<file path="src/rtl/mvm_stream.sv">
// rtl/mvm_stream.sv - streamed K x K signed matrix-vector multiplier with P parallel MAC lanes
module mvm_stream #(
   parameter int K    = 4,
   parameter int P    = 2,
   parameter int B    = 8,
   parameter int PIPE = 0,
   localparam int AW  = 2*B + $clog2(K),
   localparam int IW  = $clog2(K)
) (
   input  logic                 clk,
   input  logic                 reset,
   input  logic                 in_valid,
   output logic                 in_ready,
   input  logic                 in_sel,
   input  logic signed [B-1:0]  in_data,
   input  logic                 start,
   output logic                 busy,
   output logic                 out_valid,
   input  logic                 out_ready,
   output logic signed [AW-1:0] out_data,
   output logic [IW-1:0]        out_idx,
   output logic                 done
);
   localparam int NS = K / P;
   localparam int LW = (P > 1) ? $clog2(P) : 1;
   localparam int SW = (NS > 1) ? $clog2(NS) : 1;
   localparam int PL = K + 2 + PIPE;
   localparam int CW = $clog2(PL + 1);

   typedef enum logic [1:0] {IDLE, COMPUTE, OUTPUT} state_t;
   state_t state;

   // Row r lives in lane r%P, slot r/P so each lane reads its own row every pass.
   logic signed [B-1:0]  a_mem [P][NS][K];
   logic signed [B-1:0]  x_mem [K];
   logic signed [AW-1:0] y_mem [K];

   logic [IW-1:0] m_col, v_cnt, oc;
   logic [LW-1:0] m_lane;
   logic [SW-1:0] m_slot, q;
   logic [CW-1:0] cyc;
   logic          a_loaded, x_loaded;
   logic          load_fire, pass_end;
   logic [IW-1:0] rd_col;

   logic signed [B-1:0]   a_op [P];
   logic signed [B-1:0]   x_op;
   logic signed [2*B-1:0] prod [P];
   logic signed [2*B-1:0] prod_f [P];
   logic signed [AW-1:0]  acc [P];
   logic signed [AW-1:0]  acc_nxt [P];
   logic                  v1, v2, vf;

   assign load_fire = in_valid && in_ready;
   assign pass_end  = (state == COMPUTE) && (cyc == CW'(PL - 1));
   assign rd_col    = cyc[IW-1:0];

   always_ff @(posedge clk) begin
      if (!reset && load_fire) begin
         if (in_sel)
            x_mem[v_cnt] <= in_data;
         else
            a_mem[m_lane][m_slot][m_col] <= in_data;
      end
   end

   always_ff @(posedge clk) begin
      if (reset) begin
         state     <= IDLE;
         in_ready  <= 1'b1;
         busy      <= 1'b0;
         out_valid <= 1'b0;
         done      <= 1'b0;
         out_data  <= '0;
         out_idx   <= '0;
         m_col     <= '0;
         m_lane    <= '0;
         m_slot    <= '0;
         v_cnt     <= '0;
         a_loaded  <= 1'b0;
         x_loaded  <= 1'b0;
         q         <= '0;
         cyc       <= '0;
         oc        <= '0;
      end else begin
         done <= 1'b0;
         case (state)
            IDLE: begin
               if (load_fire) begin
                  if (in_sel) begin
                     if (v_cnt == IW'(K - 1)) begin
                        v_cnt    <= '0;
                        x_loaded <= 1'b1;
                     end else begin
                        v_cnt <= v_cnt + 1'b1;
                     end
                  end else if (m_col == IW'(K - 1)) begin
                     m_col <= '0;
                     if (m_lane == LW'(P - 1)) begin
                        m_lane <= '0;
                        if (m_slot == SW'(NS - 1)) begin
                           m_slot   <= '0;
                           a_loaded <= 1'b1;
                        end else begin
                           m_slot <= m_slot + 1'b1;
                        end
                     end else begin
                        m_lane <= m_lane + 1'b1;
                     end
                  end else begin
                     m_col <= m_col + 1'b1;
                  end
               end else if (start && a_loaded && x_loaded) begin
                  state    <= COMPUTE;
                  in_ready <= 1'b0;
                  busy     <= 1'b1;
                  q        <= '0;
                  cyc      <= '0;
               end
            end
            COMPUTE: begin
               if (pass_end) begin
                  cyc <= '0;
                  if (q == SW'(NS - 1)) begin
                     state <= OUTPUT;
                     oc    <= '0;
                  end else begin
                     q <= q + 1'b1;
                  end
               end else begin
                  cyc <= cyc + 1'b1;
               end
            end
            OUTPUT: begin
               // out_valid is low only on the first OUTPUT cycle, when y[0] is presented.
               if (!out_valid) begin
                  out_valid <= 1'b1;
                  out_data  <= y_mem[oc];
                  out_idx   <= oc;
               end else if (out_ready) begin
                  if (oc == IW'(K - 1)) begin
                     out_valid <= 1'b0;
                     done      <= 1'b1;
                     busy      <= 1'b0;
                     in_ready  <= 1'b1;
                     x_loaded  <= 1'b0;
                     state     <= IDLE;
                  end else begin
                     oc       <= oc + 1'b1;
                     out_data <= y_mem[oc + 1'b1];
                     out_idx  <= oc + 1'b1;
                  end
               end
            end
            default: state <= IDLE;
         endcase
      end
   end

   // Operand read -> product -> (optional product register) -> accumulate.
   always_ff @(posedge clk) begin
      if (reset) begin
         v1 <= 1'b0;
         v2 <= 1'b0;
      end else begin
         v1 <= (state == COMPUTE) && (cyc < CW'(K));
         v2 <= v1;
      end
      x_op <= x_mem[rd_col];
      for (int l = 0; l < P; l++) begin
         a_op[l] <= a_mem[l][q][rd_col];
         prod[l] <= (2*B)'(a_op[l]) * (2*B)'(x_op);
      end
   end

   generate
      if (PIPE != 0) begin : g_pipe
         logic signed [2*B-1:0] prod_r [P];
         logic                  v3;
         always_ff @(posedge clk) begin
            if (reset)
               v3 <= 1'b0;
            else
               v3 <= v2;
            prod_r <= prod;
         end
         assign vf     = v3;
         assign prod_f = prod_r;
      end else begin : g_nopipe
         assign vf     = v2;
         assign prod_f = prod;
      end
   endgenerate

   always_comb begin
      for (int l = 0; l < P; l++) begin
         acc_nxt[l] = acc[l];
         if (vf)
            acc_nxt[l] = acc[l] + AW'(prod_f[l]);
      end
   end

   // The final product lands in the last pass cycle, so results are taken from acc_nxt.
   always_ff @(posedge clk) begin
      for (int l = 0; l < P; l++) begin
         if (reset || pass_end)
            acc[l] <= '0;
         else
            acc[l] <= acc_nxt[l];
         if (!reset && pass_end)
            y_mem[IW'(int'(q) * P + l)] <= acc_nxt[l];
      end
   end

endmodule

</file>
<file path="config.mk">
export PLATFORM = sky130hd
export DESIGN_NAME = mvm_stream
export DESIGN_NICKNAME = d
export VERILOG_FILES = /design/src/rtl/mvm_stream.sv
export SDC_FILE = /design/constraint.sdc
export NUM_CORES = 1
export LEC_CHECK = 0
export ABC_AREA = 1
export CAP_MARGIN = 0
export CORE_MARGIN = 5
export CORE_UTILIZATION = 50
export DETAILED_ROUTE_END_ITERATION = 10
export PLACE_DENSITY = 0.73
export RECOVER_POWER = 25
export SETUP_SLACK_MARGIN = 0.5
export SLEW_MARGIN = 5
export SYNTH_ARGS = -nofsm -noshare
export SYNTH_HDL_FRONTEND = slang
export SYNTH_SLANG_ARGS = --single-unit
</file>
<file path="constraint.sdc">
create_clock -name clk -period 4.7 [get_ports clk]
set_clock_uncertainty 0.1 [all_clocks]
set_input_delay 1.41 -clock clk [delete_from_list [all_inputs] [get_ports clk]]
set_output_delay 1.41 -clock clk [all_outputs]
set_load 0.01 [all_outputs]
</file>
==> results by group, run 1 <==
Run status
  • Status: finished with violations
  • Failing checks: capacitance limit, slew limit

GRT
  • First-pass GRT wire length: 76.3 mm
  • Vias in the first global route: 15300
  • GR Util met2: 35.7%
  • Initial antenna violation count: 0
  • Global Route met1 Usage: 25.4%
  • Overall Global Routing Usage: 20.2%
  • Busiest grt layer: met2
  • GR Util met3: 2.61%
  • Largest net degree at the start of global routing: 66
  • Overflow after GRT: 0

Worst setup path
  • CP Data Arrival Time: 4.60 ns
  • Reg2reg end: prod[29]
  • Slowest cell delay on critical path: 0.51 ns
  • CP cell instances: clkbuf_1 -> nand2_1 -> inv_1 -> ha_1 -> fa_1 -> inv_1 -> fa_1 -> fa_1 -> inv_1 -> ha_1 -> a21oi_1 -> nand2_2 -> a21boi_2 -> o21ai_2 -> a21oi_1 -> xnor2_1
  • Crit Path Max Fanout: 12
  • CP startpoint: x_op[0]
  • CP Launch Type: register
  • Reg-to-Reg Start: x_op[0]
  • Critical path depth in cells: 16
  • Slowest CP cell: clkbuf_1
  • Worst Path Buf+Inv: 4
  • CP endpoint: prod[29]
  • FF-to-FF setup slack: 0.48 ns
  • Crit path kind: register to register
  • Largest delay share family, worst path: adder cells
  • Reg2reg path depth: 16
  • CP Capture Type: register
  • Worst endpoint required time: 5.08 ns

Die
  • Die ar.: 46000 sq um
  • Row count: 74
  • Core Box Area: 41100 sq um
  • Die extent in x: 214 microns
  • Starting Density: 50.8%
  • Die Ht: 214 microns
  • I/O pins: 38

Pwr
  • Peak supply drop: 299 uV
  • Pwr Density: 370 nW/um^2
  • Power, Total: 8710 uW
  • Lkg Pwr: 0.0106 uW

Routing
  • Iter 0 DRT Violations: 1117
  • Drt drc: 0
  • DR vias/cell: 5.33
  • Post-DRT Antenna Nets: 0
  • Via count: 15400
  • DR pass1 iterations: 7
  • Drt wl/cell: 16.3 microns
  • WL final: 47.3 mm

Timing
  • Fmax: 237 MHz
  • RSZ-0062 raised after global routing: true
  • Tcrit/Tclk final: 89.9%
  • Crit path time final: 4.22 ns
  • Final hold slack: 0.310 ns
  • Slew headroom: -52.2%
  • Hold Vio Cnt, Final: 0
  • Endpoints failing setup: 0
  • Measured slew at the worst slew-check pin: 2.28 ns
  • Setup TNS: 0 ns
  • Max-slew violation total from the final report: 60

Finish
  • Post-layout nets: 2562
  • Final Cell Area: 23500 sq um
  • Fill cell count: 3497
  • Ant diodes: 0
  • Non-Filler Instances: 2896
  • Commonest non-fill, non-tap cell in the layout: inv_1
  • Commonest cells after routing, fill and taps aside: inv_1, nand2_1, nor2_1, edfxtp_1, o21ai_0
  • Fraction of layout cells with a size suffix above 1: 8.80%
  • Syn-to-layout area delta: 12.7%

Logic synthesis
  • Number of synthesis warnings: 0
  • Mapped cell area: 20900 sq um
  • Post-synth cell types: 40
  • Primary FF master, synth: edfxtp_1
  • Post-synthesis register bit count: 368
  • Avg Cell Area, Syn: 9.06 sq um
  • Synth Net Count: 2535
  • EDFF count, synth: 232
  • Seq/Total Area, Yosys: 46.4%
  • Synthesized instance count: 2306
  • Post-synth ARST share: 0%

Clock network
  • H-tree depth: 2
  • Clock Sinks: 368
  • Clock latency on the worst-skew pair: 0.58 ns
  • Clk root buf: clkbuf_16
  • Worst-path clk slew: 0.06 ns
  • Longest Clk Path Bufs: 3
  • Cts bufs inserted: 39
  • TritonCTS clock tree: yes

Min path
  • Hold Startpoint: v1
  • Hold Path Class: register to register

Place
  • Gpl congestion: 0.922
  • Number of placed cells counting well taps: 2806
  • HPWL after detailed placement: 33.1 mm
  • Port buffer count: 37
  • Dpl cell area: 21800 sq um

Job
  • Max-cap check violation count: 1
-- layout make-up --
| type | instances | area, sq um | area share, % |
|---|---|---|---|
| flip-flops and latches | 368 | 9750 | 41.4 |
| multi-input cells | 1444 | 9600 | 40.8 |
| inverters | 390 | 1470 | 6.24 |
| clock buffers | 56 | 1090 | 4.63 |
| repair buffers | 90 | 768 | 3.26 |
| well taps | 532 | 666 | 2.83 |
| clock inverters | 16 | 203 | 0.861 |
-- what timing repair did --
action	in CTS	in global routing
hold buffers	0	0
setup endpoints to repair	12	12
gates resized for setup	35	69
setup buffers	0	18
pin swaps	1	18
-- flip-flops by register name, indices dropped and copies added, names as in the netlist, 3 cells and up, named ones only --
signal,cells
acc,36
x_op,8
prod,32
out_data,18
a_op,16
x_mem,32
y_mem,72
a_mem,128
cyc,3
-- worst min path at each step --
| stage | slack [ns] | to | cells past startpoint |
|---|---|---|---|
| after floorplan | 0.29 | v2 | 2 |
| after global placement | 0.30 | v2 | 2 |
| after detailed placement | 0.30 | v2 | 2 |
| after CTS | 0.31 | v2 | 2 |
| after global routing | 0.34 | v2 | 2 |
| final | 0.31 | v2 | 2 |
-- metal layers --
| layer | part of all wire (%) | up-vias |
|---|---|---|
| met3 | 5.1 | 102 |
| li1 | - | 7510 |
| met2 | 50 | 435 |
| met1 | 41 | 7402 |
| met5 | 0 | - |
| met4 | 3.7 | 0 |
-- worst min-delay path, cell delays in order (launching register included) --
cell,delay (ns)
dfxtp_1,0.30
inv_1,0.04
nor2_1,0.03
-- cells in the mapped netlist, types with 5 or more instances --
cell type  instances  share of area [%]
or2_2             23               0.69
o21ai_0          232                5.6
a31oi_1           23               0.69
o22ai_1           39                1.2
nor2_1           298                5.4
buf_4              6               0.22
nand4_1            6               0.18
xnor2_1           21               0.88
a21oi_1           99                2.4
clkbuf_1          84                1.5
inv_1            386                6.9
ha_1             103                6.2
edfxtp_1         232                 33
nand3_1           69                1.7
dfxtp_1          136                 13
o211ai_1          18               0.65
xor2_1            22               0.92
a21o_1             8               0.29
nand2_1          345                6.2
a211oi_1           5               0.18
fa_1             112                 11
-- report_power, final --
part	switching [uW]	internal, uW	leakage [uW]
Clock	1300	1800	0.000620
Sequential	106	3570	0.00323
Combinational	1150	782	0.00677
Total	2550	6160	0.0106
-- through the flow --
stage	util [%]	worst slack, ns
floorplan	-	0.503
global placement	53.0	0.225
detailed placement	53.0	0.184
CTS	56.3	0.483
global route	57.3	0.242
finish	57.3	0.475
-- cell families after synthesis --
kind of cell	after synthesis	share of synthesized area (%)
xor gates and xnor gates	43	1.80
AOI/OAI and AO/OA	435	11.4
and+or+nand+nor	751	14.4
adders and majority gates	215	16.9
buffers and inverters	494	9.11
DFF	368	46.4
Power figures use the tool's default switching activity.
==> run 2: changes to the inputs <==
- SETUP_SLACK_MARGIN: 0.5 -> default
==> run 2 against run 1 <==
Against the previous run: the run now ends clean; hold slack worse by 0.0070 ns; critical path type unchanged; combinational power down 11%; register-to-register slack worse by 0.25 ns; routed wire length down 1.0%.
==> results by group, run 2 (same netlist as run 1, synthesis figures left out) <==
Run status
  • Status: finished clean

Finish
  • Biggest regs: a_mem x128, y_mem x72, acc x36
  • Syn-to-layout area delta: 11.0%
  • Fraction of layout cells with a size suffix above 1: 5.96%
  • Post-layout nets: 2549
  • Commonest non-fill, non-tap cell in the layout: inv_1
  • Top reg by flops: a_mem
  • Commonest cells after routing, fill and taps aside: inv_1, nand2_1, nor2_1, o21ai_0, edfxtp_1
  • Ant diodes: 0
  • Max reg flops: 128
  • Finished Core Util: 56.4%

Timing
  • Max-slew violation total from the final report: 0
  • RSZ-0062 raised after global routing: false
  • Endpoints failing setup: 0
  • Tcrit/Tclk final: 95.1%
  • Setup TNS: 0 ns
  • Measured slew at the worst slew-check pin: 1.05 ns
  • Fmax: 224 MHz
  • Final hold slack: 0.303 ns
  • Crit path time final: 4.47 ns
  • Slew headroom: 30.2%
  • Hold Vio Cnt, Final: 0
  • Worst setup margin: 0.228 ns

Clock network
  • TritonCTS clock tree: yes
  • Cts bufs inserted: 40
  • Longest Clk Path Bufs: 3
  • Clock latency on the worst-skew pair: 0.57 ns
  • Clock Sinks: 368
  • Clk root buf: clkbuf_16
  • Worst-path clk slew: 0.06 ns
  • # hold bufs at CTS: 0
  • H-tree depth: 2

Worst setup path
  • CP Capture Type: register
  • CP Launch Type: register
  • Crit path kind: register to register
  • CP Data Arrival Time: 4.86 ns
  • CP startpoint: x_op[7]
  • Crit Path Max Fanout: 12
  • Worst endpoint required time: 5.09 ns
  • Reg-to-Reg Start: x_op[7]

Pwr
  • Peak supply drop: 334 uV
  • Pwr Density: 372 nW/um^2
  • Lkg Pwr: 0.0106 uW

Routing
  • WL final: 46.8 mm
  • Post-DRT Antenna Nets: 0
  • Drt drc: 0
  • Drt wl/cell: 16.2 microns
  • Iter 0 DRT Violations: 1160
  • DR pass1 iterations: 5
  • DR vias/cell: 5.35
  • Via count: 15400

Place
  • Place WS: 0.151 ns
  • Port buffer count: 37
  • Gpl congestion: 0.884
  • HPWL after detailed placement: 33.3 mm

Die
  • Core Box Area: 41100 sq um
  • Die ar.: 46000 sq um
  • Row count: 74
  • Die extent in x: 214 microns
  • Die Ht: 214 microns
  • Starting Density: 50.8%
  • I/O pins: 38

Min path
  • Hold Startpoint: v1
  • Hold Path Class: register to register

GRT
  • Largest net degree at the start of global routing: 66
  • Overflow after GRT: 0
  • Overall Global Routing Usage: 20.4%
  • Vias in the first global route: 15500
  • Initial antenna violation count: 0
  • First-pass GRT wire length: 77.3 mm

Job
  • Max-cap check violation count: 0
## run 2: cell type report
class / instances / area (sq um)
Fill cell: 3547 / 17900
Sequential cell: 368 / 9700
Multi-Input combinational cell: 1444 / 9310
Inverter: 390 / 1470
Clock buffer: 52 / 1100
Tap cell: 532 / 666
Timing Repair Buffer: 76 / 659
Clock inverter: 20 / 274
## run 2: layer usage
layer,wire [microns],GRT usage [%],vias up,part of all wire [%]
met3,2820,3.29,103,6.0
met5,0,0,-,0
met1,18800,24.9,7355,40
met2,23600,36.4,478,50
met4,1590,7.64,0,3.4
li1,-,-,7479,-
## run 2: worst paths after layout
check	slack [ns]	endpoint	cells after the start
worst max register to register	0.23	prod[28]	17
worst min-delay path	0.30	v2	2
worst min register to register	0.30	v2	2
worst max-delay path	0.23	prod[28]	17
## run 2: where the power goes
group	total [uW]	switching, uW	internal [uW]	leakage, uW
sequential	3680	107	3580	0.00323
clock	3240	1300	1940	0.000663
combinational	1710	1050	662	0.00669
## run 2: repair_timing
item | CTS | global route
buffers inserted | 0 | 1
resized for setup | 0 | 10
setup endpoints to repair | 0 | 7
## run 2: critical path, cell delays in order, from the launching register on
cell        delay (ns)
dfxtp_2           0.39
clkinvlp_4        0.15
buf_4             0.20
or2_2             0.29
fa_1              0.44
fa_1              0.50
inv_1             0.05
fa_1              0.47
inv_1             0.05
fa_1              0.47
inv_1             0.04
ha_1              0.32
a21oi_1           0.20
nor2_1            0.08
a211oi_1          0.32
nor2_1            0.08
nor2_1            0.13
xnor2_1           0.12
## run 2: stage by stage
stage	area (sq um)	cells	power (uW)
global route	23200	2882	9100
global placement	21800	2809	5390
finish	23200	2882	8630
detailed placement	21800	2809	5440
floorplan	20900	2306	5000
CTS	23200	2881	8690
==> run 3: changes to the inputs <==
- GPL_TIMING_DRIVEN: default -> 1
==> results of run 3 <==
Final layout, timing and power as in run 2 (identical DEF).
